<file path="src/rtl/quad_decoder.sv">
// rtl/quad_decoder.sv - filtered quadrature decoder with wrapping position counter.
// Define QUAD_DECODER_ERROR_EN to add the sticky err output for double-bit transitions.
module quad_decoder #(
  parameter int WIDTH      = 4,
  parameter int FILTER_LEN = 3
) (
  input  logic             clock_div,
  input  logic             reset,
  input  logic             enc_a,
  input  logic             enc_b,
  input  logic             clr,
  output logic [WIDTH-1:0] count,
  output logic             Up_Down,
  output logic             step
`ifdef QUAD_DECODER_ERROR_EN
  ,
  output logic             err
`endif
);

  localparam logic [3:0]       FILT = 4'(FILTER_LEN);
  localparam logic [WIDTH-1:0] ONE  = WIDTH'(1);

  typedef enum logic {UNPRIMED, PRIMED} state_t;

  state_t     state, state_nxt;
  logic [1:0] sync1, sync2, baseline;
  logic [3:0] stab_cnt;
  logic       stable, prime, accept, is_up, is_down;

  // Position in the Gray cycle 00,01,11,10 so direction is a +/-1 compare.
  function automatic logic [1:0] gray_idx(input logic [1:0] g);
    return {g[1], g[1] ^ g[0]};
  endfunction

  // sync1 holds the value sync2 takes next, so comparing them tracks sync2 stability.
  always_ff @(posedge clock_div) begin
    if (!reset) begin
      sync1    <= 2'b00;
      sync2    <= 2'b00;
      stab_cnt <= 4'd0;
    end else begin
      sync1 <= {enc_a, enc_b};
      sync2 <= sync1;
      if (sync1 != sync2)
        stab_cnt <= 4'd0;
      else if (stab_cnt != 4'hF)
        stab_cnt <= stab_cnt + 4'd1;
    end
  end

  always_ff @(posedge clock_div) begin
    if (!reset)
      state <= UNPRIMED;
    else
      state <= state_nxt;
  end

  always_comb begin
    state_nxt = state;
    prime     = 1'b0;
    accept    = 1'b0;
    stable    = (stab_cnt >= FILT);
    case (state)
      UNPRIMED: begin
        if (stable) begin
          prime     = 1'b1;
          state_nxt = PRIMED;
        end
      end
      PRIMED: begin
        if (stable && (sync2 != baseline))
          accept = 1'b1;
      end
      default: state_nxt = UNPRIMED;
    endcase
    is_up   = accept && (gray_idx(sync2) == gray_idx(baseline) + 2'd1);
    is_down = accept && (gray_idx(baseline) == gray_idx(sync2) + 2'd1);
  end

  always_ff @(posedge clock_div) begin
    if (!reset)
      baseline <= 2'b00;
    else if (prime || accept)
      baseline <= sync2;
  end

  always_ff @(posedge clock_div) begin
    if (!reset) begin
      count   <= '0;
      Up_Down <= 1'b1;
      step    <= 1'b0;
    end else begin
      step <= is_up || is_down;
      if (clr)
        count <= '0;
      else if (is_up)
        count <= count + ONE;
      else if (is_down)
        count <= count - ONE;
      if (is_up)
        Up_Down <= 1'b1;
      else if (is_down)
        Up_Down <= 1'b0;
    end
  end

`ifdef QUAD_DECODER_ERROR_EN
  always_ff @(posedge clock_div) begin
    if (!reset)
      err <= 1'b0;
    else if (accept && !is_up && !is_down)
      err <= 1'b1;
  end
`endif

endmodule

</file>
<file path="config.mk">
export PLATFORM = sky130hd
export DESIGN_NAME = quad_decoder
export DESIGN_NICKNAME = d
export VERILOG_FILES = /design/src/rtl/quad_decoder.sv
export SDC_FILE = /design/constraint.sdc
export NUM_CORES = 1
export LEC_CHECK = 0
export CAP_MARGIN = 20
export CORE_MARGIN = 4
export CORE_UTILIZATION = 55
export CTS_BUF_LIST = sky130_fd_sc_hd__clkbuf_4
export DETAILED_ROUTE_END_ITERATION = 8
export HOLD_SLACK_MARGIN = 0.1
export PLACE_DENSITY_LB_ADDON = 0.08
export SYNTH_ARGS = -nofsm -noshare
export SYNTH_HDL_FRONTEND = slang
export SYNTH_SLANG_ARGS = --single-unit
</file>
<file path="constraint.sdc">
create_clock -name clock_div -period 3.71 [get_ports clock_div]
set_clock_uncertainty 0.2 [all_clocks]
set_input_delay 0.5565 -clock clock_div [delete_from_list [all_inputs] [get_ports clock_div]]
set_output_delay 0.5565 -clock clock_div [all_outputs]
set_load 0.1 [all_outputs]
</file>
# --- After elaboration in Yosys (flattened, before gate mapping) ---
# Index checks and enable logic that the tools add are counted.
op_classes:
  add_sub_neg: 5
  n_lt_le_gt_ge: 1
  n_eq_ne: 5
  mux: 7
  bitwise_logic: 3
  n_reduce_logical: 9
op_table:
  columns: ["op", "count"]
  rows:
  - ["$add 4x1->4 const B", 2]
  - ["$mux 4", 2]
  - ["$reduce_or 2->1", 3]
  - ["$mux 1", 5]
  - ["$add 2x1->2 const B", 2]
  - ["$eq 2x2->1", 2]
  - ["$ge 4x2->1 const B", 1]
  - ["$ne 2x2->1", 2]
  - ["$ne 4x4->1 const B", 1]
  - ["$sub 4x1->4 const B", 1]
  - ["$logic_and 1x1->1", 3]
  - ["$logic_or 1x1->1", 2]
  - ["$reduce_bool 2->1", 1]
  - ["$xor 1x1->1", 2]
  - ["$not 1->1", 1]
totals:
  reg_bits: 17
  in_bits: 5
  wordCells: 38

# --- Logic depth before layout (Yosys ltp) ---
logic_depth:
  depth_word: 7
  mapped_depth: 10
  depth_no_buf: 9

# --- Least setup slack after synthesis ---
# Ideal clock, no wire load.
synth_path:
  kind: "reg-to-reg"
  start: "reg stab_cnt[0]"
  end: "reg count[3]"
  arrival_ps: 2429
  setup_slack_ps: 960
  path_stages_with_launch: 11
  path_buffers: 1
  cell_sequence: "dfxtp_1 -> ha_1 -> clkbuf_1 -> o31ai_2 -> nor2_1 -> nand2_1 -> ha_1 -> a21oi_1 -> nand3b_4 -> a211oi_2 -> mux2_4"
synth_between:
  elab_chain_cells: 6
synth_rtl:
  columns: ["element", "line", "rtl"]
  rows:
  - ["start: declaration", "28", "logic [3:0] stab_cnt;"]
  - ["start signal: assignment", "48", "stab_cnt <= stab_cnt + 4'd1;"]
  - ["$ge 4x2->1 *", "63", "stable = (stab_cnt >= FILT);"]
  - ["$logic_and 1x1->1 *", "72", "if (stable && (sync2 != baseline))"]
  - ["$mux 1 *", "72", null]
  - ["$mux 1 *", "64", "case (state)"]
  - ["$logic_and 1x1->1, on equally long branches", "77, 78", null]
  - ["$mux 4 or $reduce_bool 2->1 (tied branches)", null, null]
  - ["end signal: assignment", "98", "count <= count + ONE;"]
  - ["end signal: assignment", "100", "count <= count - ONE;"]
  - ["end: declaration", "12", "output logic [WIDTH-1:0] count,"]
# Mark *: on every way between the ends. The rest lies on a longest branch, timed or not.
# A chain may end at the register's enable or synchronous reset.

# --- Worst setup path after layout ---
# Ends and elaborated chain as after synthesis.

==> impl_metrics.env <==
export IMPL_boundaryPins=11
export IMPL_synth_top_area_frac=0.4042
export IMPL_grtUsageTotal=0.1440
export IMPL_ir_drop_mv=0.2658
export IMPL_htreeDepth=1
export IMPL_multi_input_area_um2=483.0
export IMPL_layout_nets=103
export IMPL_cts_root_buf="clkbuf_4"
export IMPL_crit_path_frequent_cell="ha_1"
export IMPL_regArea_um2=340.3
export IMPL_critical_path_class="reg -> reg"
export IMPL_crit_fanout=8
export IMPL_netlist_area_um2=842.1
export IMPL_mostFrequentLayoutCells="17 x dfxtp_1, 10 x clkdlybuf4s50_1, 8 x nor2_1"
export IMPL_synth_top_area_cell="dfxtp_1"
export IMPL_drt_wl_total_um=1244
export IMPL_max_freq_mhz=346.6
export IMPL_cts_clk_slew_worst_paths_ns=0.09
export IMPL_synthToLayoutAreaGrowth_pct=15.90
export IMPL_clk_latency_ns=0.29
export IMPL_rsz0062_at_grt="no"
export IMPL_antenna_left=0
export IMPL_cap_violations=0
export IMPL_tightest_slew_ns=0.9636
export IMPL_synth_area_top_cells="dfxtp_1 40%, ha_1 4.5%, xnor2_1 4.2%"
export IMPL_core_area_um2=1366
export IMPL_viasPerCell=5.639
export IMPL_layout_drive_gt1_share=0.1290
export IMPL_slew_headroom=0.3556
export IMPL_crit_slowest_cell="o31ai_2"
export IMPL_synthArstFlopShare=0
export IMPL_status="finished clean"
export IMPL_grt_start_max_net_pins=12
export IMPL_grt_ovfl_total=0
export IMPL_num_vias=609
export IMPL_worstPathCellList="ha_1 > o31ai_2 > nor2_1 > nand2_1 > ha_1 > a21oi_1 > nand3b_4 > a211oi_2 > mux2_4"
export IMPL_wl_per_cell_um=11.52
export IMPL_grt_pass1_wl_um=2221
export IMPL_finalHoldViolCount=0
export IMPL_drt_iter0_markers=6
export IMPL_hp_class="reg -> reg"
export IMPL_cp_top_family="compound AO/OA/AOI/OAI gates"
export IMPL_yosysSeqAreaShare=0.4042
export IMPL_num_antenna_cells=0
export IMPL_synth_seq_cells=17
export IMPL_fillerInstances=110
export IMPL_ys_types=32
export IMPL_drv_slew=0
export IMPL_final_common_cell="dfxtp_1"
export IMPL_grt_pass1_vias=539
export IMPL_initial_core_util=0.6163
export IMPL_p_leak_nw=0.3694
export IMPL_dieHeight_um=47.13
export IMPL_finalCriticalPeriod_ns=2.885
export IMPL_fin_crit_sh=0.7776
export IMPL_clock_sinks=17
export IMPL_dpl_hpwl_um=972.5
export IMPL_num_rows=13
export IMPL_syn_nets=92
export IMPL_place_area_um2=945.9
export IMPL_numCtsBuffers=3
export IMPL_dieWidth_um=47.13
export IMPL_synth_cells=83
export IMPL_postCtsHoldBufs=0
export IMPL_synth_edf_count=0
export IMPL_io_buffers=10
export IMPL_cts_tree="yes"
export IMPL_end_kind="flop"
export IMPL_critPathBufInv=0
export IMPL_setup_violations=0
export IMPL_ys_warnings_count=0
export IMPL_drtPass1Iterations=4
export IMPL_die_area_um2=2221
export IMPL_worstPathArrival_ns=2.87
export IMPL_slowest_delay_ns=0.40
export IMPL_finalInstanceArea_um2=975.9
export IMPL_place_congestion=0.8326
export IMPL_clockBufferDepth=2
export IMPL_post_cts_buffers=0
export IMPL_synth_ff_type="dfxtp_1"
export IMPL_antenna_found_initial=0
export IMPL_crit_path_start_kind="flop"
export IMPL_tns_ns=0
export IMPL_postSynthAreaPerCell_um2=10.15
export IMPL_cp_required_ns=3.69
export IMPL_drc=0
export IMPL_cts_resized=0
export IMPL_power_density_nw_per_um2=326.5
[registers in the layout, summed over array words and instances, names as in the netlist]
signal    flops
count         4
Up_Down       1
sync2         2
sync1         2
state         1
step          1
stab_cnt      4
baseline      2
[synthesized netlist by cell type, types with 2 or more instances]
library cell / n
a211oi_1: 2
a21oi_1: 5
and2_1: 4
clkbuf_1: 4
dfxtp_1: 17
ha_1: 3
mux2i_1: 3
nand2_1: 3
nand3_1: 5
nor2_1: 8
nor2b_1: 2
nor3_1: 2
o21ai_1: 2
xnor2_1: 4
xnor2_2: 2
[layout make-up]
cell class	count	area share
multi-input combinational	61	0.4949
tap	15	0.01923
timing repair buffer	10	0.1026
sequential	17	0.3487
inverter	1	0.003846
clock buffer	4	0.03077
[per-layer routing]
layer,track usage,share of wire
met1,0.1663,0.43
met2,0.2412,0.49
met3,0.04598,0.047
met4,0.06630,0.026
met5,0,0
[logic make-up after synthesis]
| group | count (synthesis) | synth area share |
|---|---|---|
| AND/OR/NAND/NOR | 28 | 0.1813 |
| AO/OA/AOI/OAI | 17 | 0.1471 |
| flip-flops | 17 | 0.4042 |
| XOR/XNOR | 8 | 0.1233 |
| buffers and inverters | 5 | 0.02228 |
| multiplexers | 4 | 0.05349 |
| adder cells (fa/ha/maj) | 4 | 0.06836 |
[final timing paths]
check	from	to	slack, ns	cells after the start
setup / recovery	stab_cnt[0]	count[3]	0.83	9
hold / removal	sync1[0]	sync2[0]	0.28	1
setup reg to reg	stab_cnt[0]	count[3]	0.83	9
hold reg to reg	sync1[0]	sync2[0]	0.28	1
[metrics by stage]
step / setup slack (ns) / utilization / power, mW / std cells / hold slack, ns
4_1_cts: 0.8133 / 0.7143 / 0.3223 / 108 / 0.2915
2_1_floorplan: 0.9602 / - / 0.2120 / 83 / 0.2555
6_report: 0.8251 / 0.7143 / 0.3187 / 108 / 0.2850
5_1_grt: 0.6707 / 0.7143 / 0.3326 / 108 / 0.3121
3_5_place_dp: 0.8307 / 0.6923 / 0.2194 / 104 / 0.2683
3_3_place_gp: 0.8738 / 0.6923 / 0.2186 / 104 / 0.2589
[power by group]
part	internal, mW	switching, mW
logic	0.0135	0.0103
registers	0.186	0.00431
clock network	0.0491	0.0550
total	0.249	0.0696
Power figures use the tool's default switching activity.
